## config.mk

```make
export PLATFORM = sky130hd
export DESIGN_NAME = mips_alu_serial_seq_flat
export DESIGN_NICKNAME = d
export VERILOG_FILES = /design/src/rtl/mips_alu_serial_seq_if.sv /design/src/rtl/mips_alu_serial_seq.sv /design/src/flat_wrapper.sv
export SDC_FILE = /design/constraint.sdc
export NUM_CORES = 1
export LEC_CHECK = 0
export ABC_AREA = 1
export BUFFER_PORTS_ARGS = -buffer_cell sky130_fd_sc_hd__buf_2
export CAP_MARGIN = 20
export CORE_MARGIN = 2
export CORE_UTILIZATION = 32
export DETAILED_ROUTE_END_ITERATION = 10
export SLEW_MARGIN = 0
export SYNTH_ARGS = -nofsm -noshare
export SYNTH_HDL_FRONTEND = slang
export SYNTH_SLANG_ARGS = --single-unit
```

## constraint.sdc

```tcl
create_clock -name clk -period 2.1 [get_ports clk]
set_clock_uncertainty 0.2 [all_clocks]
set_input_delay 0.315 -clock clk [delete_from_list [all_inputs] [get_ports clk]]
set_output_delay 0.315 -clock clk [all_outputs]
set_load 0.02 [all_outputs]
```

## src/rtl/mips_alu_serial_seq_if.sv

```systemverilog
// Bus between the bit-serial ALU sequencer and its environment: the request/result
// side plus the per-bit drive to and capture from the external 1-bit ALU slice.
interface mips_alu_serial_seq_if #(
    parameter int WIDTH = 32
);
    logic             start;
    logic [WIDTH-1:0] a;
    logic [WIDTH-1:0] b;
    logic [2:0]       aluop;
    logic             slice_a;
    logic             slice_b;
    logic             slice_ci;
    logic             slice_less;
    logic [2:0]       slice_op;
    logic             slice_r;
    logic             slice_c;
    logic             busy;
    logic             done;
    logic [WIDTH-1:0] result;
    logic             zero;
    logic             cout;
    logic             overflow;

    // master is the environment: it issues requests and hosts the 1-bit slice
    modport master (
        output start, a, b, aluop, slice_r, slice_c,
        input  slice_a, slice_b, slice_ci, slice_less, slice_op,
               busy, done, result, zero, cout, overflow
    );

    modport slave (
        input  start, a, b, aluop, slice_r, slice_c,
        output slice_a, slice_b, slice_ci, slice_less, slice_op,
               busy, done, result, zero, cout, overflow
    );
endinterface

```

## src/rtl/mips_alu_serial_seq.sv

```systemverilog
// Bit-serial sequencer that walks one external 1-bit ALU slice over a WIDTH-bit
// operation, LSB first; SLT takes an extra subtract pass to find the sign of a-b.
module mips_alu_serial_seq #(
    parameter int WIDTH = 32
) (
    input  logic                  clk,
    input  logic                  reset_n,
    mips_alu_serial_seq_if.slave  bus
);
    localparam int IW = $clog2(WIDTH);

    typedef enum logic [1:0] {
        IDLE  = 2'd0,
        PASS1 = 2'd1,
        PASS2 = 2'd2,
        DONE  = 2'd3
    } state_t;

    state_t           state_q;
    logic [WIDTH-1:0] a_q;
    logic [WIDTH-1:0] b_q;
    logic [2:0]       op_q;
    logic [IW-1:0]    idx_q;
    logic             carry_q;
    logic             set_q;
    logic [WIDTH-1:0] result_q;
    logic [WIDTH-1:0] result_d;
    logic             zero_q;
    logic             cout_q;
    logic             ovf_q;
    logic             busy_q;
    logic             done_q;
    logic             lastIdx;

    assign lastIdx = (idx_q == IW'(WIDTH - 1));

    assign bus.slice_a    = a_q[idx_q];
    assign bus.slice_b    = b_q[idx_q];
    assign bus.slice_ci   = carry_q;
    assign bus.slice_op   = (state_q == PASS1) ? 3'b110 : op_q;
    // The sign found in the first SLT pass enters only at bit 0 of the second pass
    assign bus.slice_less = (state_q == PASS2) && (idx_q == '0) && (op_q == 3'b111) && set_q;

    assign bus.busy     = busy_q;
    assign bus.done     = done_q;
    assign bus.result   = result_q;
    assign bus.zero     = zero_q;
    assign bus.cout     = cout_q;
    assign bus.overflow = ovf_q;

    always_comb begin
        result_d = result_q;
        if (state_q == PASS2) begin
            result_d[idx_q] = bus.slice_r;
        end
    end

    always_ff @(posedge clk or negedge reset_n) begin
        if (!reset_n) begin
            state_q  <= IDLE;
            a_q      <= '0;
            b_q      <= '0;
            op_q     <= '0;
            idx_q    <= '0;
            carry_q  <= 1'b0;
            set_q    <= 1'b0;
            result_q <= '0;
            zero_q   <= 1'b0;
            cout_q   <= 1'b0;
            ovf_q    <= 1'b0;
            busy_q   <= 1'b0;
            done_q   <= 1'b0;
        end else begin
            done_q <= 1'b0;
            case (state_q)
                IDLE: begin
                    if (bus.start) begin
                        a_q     <= bus.a;
                        b_q     <= bus.b;
                        op_q    <= bus.aluop;
                        idx_q   <= '0;
                        carry_q <= bus.aluop[2];
                        busy_q  <= 1'b1;
                        state_q <= (bus.aluop == 3'b111) ? PASS1 : PASS2;
                    end
                end
                PASS1: begin
                    carry_q <= bus.slice_c;
                    idx_q   <= idx_q + IW'(1);
                    if (lastIdx) begin
                        set_q   <= bus.slice_r;
                        cout_q  <= bus.slice_c;
                        ovf_q   <= 1'b0;
                        idx_q   <= '0;
                        carry_q <= 1'b1;
                        state_q <= PASS2;
                    end
                end
                PASS2: begin
                    result_q <= result_d;
                    carry_q  <= bus.slice_c;
                    idx_q    <= idx_q + IW'(1);
                    if (lastIdx) begin
                        if (op_q != 3'b111) begin
                            cout_q <= bus.slice_c;
                            ovf_q  <= (op_q[1:0] == 2'b10) & (carry_q ^ bus.slice_c);
                        end
                        zero_q  <= (result_d == '0);
                        busy_q  <= 1'b0;
                        done_q  <= 1'b1;
                        idx_q   <= '0;
                        state_q <= DONE;
                    end
                end
                DONE: begin
                    state_q <= IDLE;
                end
                default: begin
                    state_q <= IDLE;
                end
            endcase
        end
    end
endmodule

```

## src/flat_wrapper.sv

```systemverilog
// flat-port wrapper written by rule: the top's interface ports become plain ports
module mips_alu_serial_seq_flat 
#(
    parameter int WIDTH = 32
)
  (clk, reset_n, bus_start, bus_a, bus_b, bus_aluop, bus_slice_r, bus_slice_c, bus_slice_a, bus_slice_b, bus_slice_ci, bus_slice_less, bus_slice_op, bus_busy, bus_done, bus_result, bus_zero, bus_cout, bus_overflow);
  mips_alu_serial_seq_if #(.WIDTH(WIDTH)) bus_i ();
  input  logic clk;
  input  logic reset_n;
  input wire logic [$bits(bus_i.start)-1:0] bus_start;
  input wire logic [$bits(bus_i.a)-1:0] bus_a;
  input wire logic [$bits(bus_i.b)-1:0] bus_b;
  input wire logic [$bits(bus_i.aluop)-1:0] bus_aluop;
  input wire logic [$bits(bus_i.slice_r)-1:0] bus_slice_r;
  input wire logic [$bits(bus_i.slice_c)-1:0] bus_slice_c;
  output wire logic [$bits(bus_i.slice_a)-1:0] bus_slice_a;
  output wire logic [$bits(bus_i.slice_b)-1:0] bus_slice_b;
  output wire logic [$bits(bus_i.slice_ci)-1:0] bus_slice_ci;
  output wire logic [$bits(bus_i.slice_less)-1:0] bus_slice_less;
  output wire logic [$bits(bus_i.slice_op)-1:0] bus_slice_op;
  output wire logic [$bits(bus_i.busy)-1:0] bus_busy;
  output wire logic [$bits(bus_i.done)-1:0] bus_done;
  output wire logic [$bits(bus_i.result)-1:0] bus_result;
  output wire logic [$bits(bus_i.zero)-1:0] bus_zero;
  output wire logic [$bits(bus_i.cout)-1:0] bus_cout;
  output wire logic [$bits(bus_i.overflow)-1:0] bus_overflow;
  assign bus_i.start = bus_start;
  assign bus_i.a = bus_a;
  assign bus_i.b = bus_b;
  assign bus_i.aluop = bus_aluop;
  assign bus_i.slice_r = bus_slice_r;
  assign bus_i.slice_c = bus_slice_c;
  assign bus_slice_a = bus_i.slice_a;
  assign bus_slice_b = bus_i.slice_b;
  assign bus_slice_ci = bus_i.slice_ci;
  assign bus_slice_less = bus_i.slice_less;
  assign bus_slice_op = bus_i.slice_op;
  assign bus_busy = bus_i.busy;
  assign bus_done = bus_i.done;
  assign bus_result = bus_i.result;
  assign bus_zero = bus_i.zero;
  assign bus_cout = bus_i.cout;
  assign bus_overflow = bus_i.overflow;
  mips_alu_serial_seq #(.WIDTH(WIDTH)) u_core (.clk(clk), .reset_n(reset_n), .bus(bus_i));
endmodule
```

======== Word-level counts from Yosys, hierarchy flattened ========
Cells that the tools add are included.
cells by class
  eq/ne operators ......................... 12
  order comparisons ....................... 2
  multiplexer cells ....................... 32
  reduce and logical (&&, ||, !) cells .... 20
  add/sub/neg operators ................... 1
  bitwise logic cells ..................... 2
operators with widths
  kind                   count
  $bwmux W32             1
  $logic_not A32 Y1      1
  $mux W32               1
  $mux W1                14
  $bmux W1 S5            2
  $mux W5                2
  $pmux W5 S2            1
  $reduce_and A2 Y1      5
  $mux W2                4
  $pmux W2 S4            1
  $eq A2 B2 Y1 const B   3
  $eq A3 B3 Y1 const B   2
  $lt A5 B6 Y1 const B   1
  $pmux W1 S2            3
  $reduce_and A3 Y1      2
  $reduce_bool A2 Y1     3
  $add A5 B1 Y5 const B  1
  $demux W1 S5           1
  $eq A5 B5 Y1 const B   1
  $ge A5 B1 Y1 const B   1
  $logic_not A5 Y1       1
  $logic_and A1 B1 Y1    4
  $ne A2 B1 Y1 const B   2
  $ne A2 B2 Y1 const B   2
  10 further kinds       10
word-level totals
  word-level logic and storage cells ...... 82
  output and inout port bits .............. 44
  flip-flop bits (word level) ............. 113

======== Longest topological paths before layout ========
  word-level depth ........................ 7
  mapped depth ............................ 16
  depth with buffers taken out ............ 13

======== Least setup slack after synthesis ========
No wires, ideal clock.
  kind .................................... reg2reg
  start ................................... reg u_core.idx_q[1]
  end ..................................... reg u_core.zero_q, in the netlist u_core.bus.zero
  setup slack ............................. -166 ps
  data required time ...................... 1835 ps
  library setup time ...................... 65 ps
  arrival ................................. 2001 ps
  clock period less this slack ............ 2266 ps
  cell stages (with the launch flop) ...... 16
  path through ............................ dfrtp_1 > buf_2 > inv_1 > clkbuf_1 > ha_1 > nand2_1 > inv_1 > buf_2 > nand4_1 > nand2_1 > nand2_1 > nor2_1 > nand3_1 > nor2_1 > nand2_1 > nand2_1
between the ends
  cells in the longest elaborated chain, start to end .. 7
  elaborated cells between the ends (all ways) .. 10
ends and longest elaborated chain
  item                                                                       line                        source
  from (decl)                                                                mips_alu_serial_seq.sv:23   logic [IW-1:0] idx_q;
  from (signal assigned)                                                     mips_alu_serial_seq.sv:89   idx_q <= idx_q + IW'(1);
  from (signal assigned)                                                     mips_alu_serial_seq.sv:102  idx_q <= idx_q + IW'(1);
  $lt A5 B6 Y1 (implied by the code) / $ge A5 B1 Y1 (equally long branches)  mips_alu_serial_seq.sv:54   result_d[idx_q] = bus.slice_r;
  $logic_and A1 B1 Y1 (implied by the code)                                  mips_alu_serial_seq.sv:54
  $mux W1 (implied by the code)                                              mips_alu_serial_seq.sv:54
  $demux W1 S5                                                               n/a
  $bwmux W32                                                                 mips_alu_serial_seq.sv:54
  $mux W32                                                                   mips_alu_serial_seq.sv:53   if (state_q == PASS2) begin
  $logic_not A32 Y1                                                          mips_alu_serial_seq.sv:108  zero_q <= (result_d == '0);
  to (signal assigned)                                                       mips_alu_serial_seq.sv:108
  to (decl)                                                                  mips_alu_serial_seq.sv:28   logic zero_q;
Parallel ways exist; a longest one is shown, timed or not.
A chain may end at the register's enable or synchronous reset.

======== Worst setup path in the final report ========
  start ................................... reg u_core.idx_q[0]
  end ..................................... out bus_slice_b
between the ends
  cells in the longest elaborated chain, start to end .. 2
ends and longest elaborated chain
  item                           line                       source
  $bmux W1 S5                    mips_alu_serial_seq.sv:38  assign bus.slice_b = b_q[idx_q];
  $mux W1 (implied by the code)  mips_alu_serial_seq.sv:38
  to (decl)                      flat_wrapper.sv:17         output wire logic [$bits(bus_i.slice_b)-1:0] bus_slice_b;
No other way between the ends. The select of a mux whose other input is x is not followed.

==> results.toml <==
[cts]
htreeDepth = 4
clkSlewWorstSetupHoldPaths_ns = 0.05
cts_made_buffers = 17
cts.path.max_buffers = 2
cts-root-buf = "clkbuf_16"
tritoncts = "yes"
clock_latency_ns = 0.42
clkSinkCount = 113

[grt]
antenna_found_initial = 0
grt_max_degree = 65
grt_pass1_vias = 5538
grt_usage_pct = 19.4
grt_pass1_wl_um = 27800
overflow = 0

[synth]
yosysTopAreaCell = "dfrtp_1"
seq_area_frac_synth_pct = 50.0
syn-num-nets = 837
synth-edff-count = 0
synth_area_um2 = 5650
async_reset_ff_share_pct = 100
syn-mean-instance-area_um2 = 7.48
synth-seq-cells = 113
synth_ff_type = "dfrtp_1"
yosysWarnings = 0
syn_inst = 755
ys_top_cells_by_count = "311 x nand2_1, 113 x dfrtp_1, 73 x inv_1"
ys_types = 31
synth_area_leaders = "dfrtp_1 50%, nand2_1 21%, inv_1 4.8%"
yosysMostFrequentCell = "nand2_1"
yosysTopAreaCellShare_pct = 50.0

[status]
status = "finished with violations"
violations = "setup timing"

[layout]
layout-drive-gt1-share_pct = 27.7
nets = 1083
areaGrowthSynthToFinish_pct = 51.7
final_util_pct = 49.5
nFillCells = 1671
antenna_cells = 0
stdcell_count = 1239

[power]
powerDensity_nw_per_um2 = 1430
power_uw = 12200
peakVddDrop_mv = 0.832
p_leak_uw = 0.00459

[floorplan]
die_x_um = 137
die_area_um2 = 18700
design.core.area_um2 = 17300
io_pins = 116
die_h_um = 137
start_util_pct = 32.7
rows = 48

[drt]
vias = 5670
drtPass1Iterations = 6
routed_wirelength_um = 17400
drc_errors = 0
drtAntennaViolNets = 0
drt-initial-drc-count = 280
routed_via_density = 4.58
wl_per_cell_um = 14.1

[placement]
place_congestion = 0.848
dpl.hpwl_um = 11500
place.port_buffers = 115
dp_cells = 1128

[setup_path]
critical_path_buf_inv_count = 2
cp_slowest_stage_delay_ns = 0.43
critPathLaunchType = "register"
critPathMaxFanout = 32
cp_cell_sequence = "buf_12 > o21ai_1 > o22ai_1 > nand2_1 > nand4_1 > or2_2 > buf_4"
worstPathRequired_ns = 1.58
crit_family = "simple AND/OR/NAND/NOR gates"
crit_slowest_cell = "dfrtp_2"
endpoint_kind = "output pin"
critPathArrivalTime_ns = 1.90
crit_type = "register to output pin"

[worst_hold_path]
hold_path.class = "input pin to register"

[sta]
fin_crit_ns = 2.42
finalMaxSlewViolations = 0
hold_ws_ns = 0.0556
fmax_ghz = 0.414
rsz0062_at_grt = "true"
setup_tns_ns = -0.839
setup_viol = 3
finalHoldViolations = 0
slew_headroom_pct = 62.5
finalCritPeriodShare_pct = 115
worst_slack_ns = -0.318
tightest_slew_ns = 0.563

[job]
drv_cap = 0
worst min-delay path, stage by stage:
cell and delay [ns]:
buf_2 0.13, nor3_1 0.06, nor2_1 0.12
stage by stage:
stage | area, µm² | setup slack [ns]
6_report | 8570 | -0.318
5_1_grt | 8570 | -0.428
4_1_cts | 8410 | -0.395
3_5_place_dp | 6920 | -0.0394
3_3_place_gp | 6920 | -0.00620
2_1_floorplan | 5660 | 0.00840
flip-flops by register name, summed over array words and instances (netlist names):
name / cells
u_core.b_q: 32
u_core.bus.busy: 1
u_core.a_q: 32
u_core.bus.cout: 1
u_core.bus.slice_ci: 1
u_core.set_q: 1
u_core.bus.done: 1
u_core.state_q: 2
u_core.bus.overflow: 1
u_core.idx_q: 5
u_core.bus.zero: 1
u_core.op_q: 3
u_core.bus.result: 32
timing repair:
action,CTS,global route
hold buffers,69,0
pin swaps,12,8
setup endpoints to repair,5,18
gates cloned,0,1
buffers inserted,6,3
gates resized for setup,59,43
endpoints found under the hold margin,104,0
cell families after synthesis:
kind of cell / after synthesis / synth area share [%]
buf+inv: 113 / 8.06
flops: 113 / 50.0
fa+ha+maj: 10 / 2.21
compound gates: 96 / 9.72
xor+xnor: 1 / 0.155
simple gates: 422 / 29.8
routing by layer:
layer / GRT usage, % / vias to the layer above / share of wire [%]
li1: - / 2864 / -
met1: 25.7 / 2622 / 46
met2: 30.9 / 159 / 48
met3: 3.89 / 25 / 4.8
met4: 8.53 / 0 / 2.0
met5: 0 / - / 0
placed cells by master (no fill, tap or decap), types with 3 or more instances in the layout:
cell type	n
ha_4	4
clkinv_4	4
o21ai_0	29
o21bai_1	14
o22ai_1	11
buf_4	63
buf_12	7
clkbuf_16	18
buf_6	12
clkinv_2	3
o21ai_1	15
nand3_1	31
ha_2	4
nand4_1	10
clkbuf_1	4
nor2_2	7
dfrtp_1	110
o22ai_2	3
nand2_1	300
o21ai_2	8
clkbuf_8	3
inv_1	67
inv_2	6
a21oi_1	8
nor2_1	54
dfrtp_2	3
dlygate4sd3_1	69
buf_2	109
nand2_2	10
where the power goes:
group	leakage, µW	internal, µW	switching (µW)
Clock	0.000284	1840	1030
Combinational	0.00290	2410	3260
Sequential	0.00141	3100	580
Total	0.00459	7350	4870
cell type report:
cell class | count | area (µm²) | area share, %
Clock buffer | 24 | 482 | 5.62
Multi-Input combinational cell | 529 | 2550 | 29.7
Clock inverter | 8 | 104 | 1.21
Sequential cell | 113 | 2830 | 33.0
Tap cell | 225 | 282 | 3.29
Inverter | 79 | 313 | 3.65
Timing Repair Buffer | 261 | 2010 | 23.4
worst paths after layout:
| check | cells past startpoint | to | startpoint | slack [ns] |
|---|---|---|---|---|
| setup / recovery | 7 | bus_slice_b | u_core.idx_q[0] | -0.32 |
| hold / removal | 3 | u_core.bus.result[31] | bus_slice_r | 0.06 |
| setup reg to reg | 15 | u_core.bus.zero | u_core.idx_q[0] | 0.03 |
| hold reg to reg | 2 | u_core.a_q[1] | u_core.a_q[1] | 0.28 |
| max in group asynchronous | 3 | u_core.b_q[26] | reset_n | 0.84 |
| min in group asynchronous | 2 | u_core.op_q[0] | reset_n | 0.23 |
No activity file was read; power rests on OpenSTA's default activity.
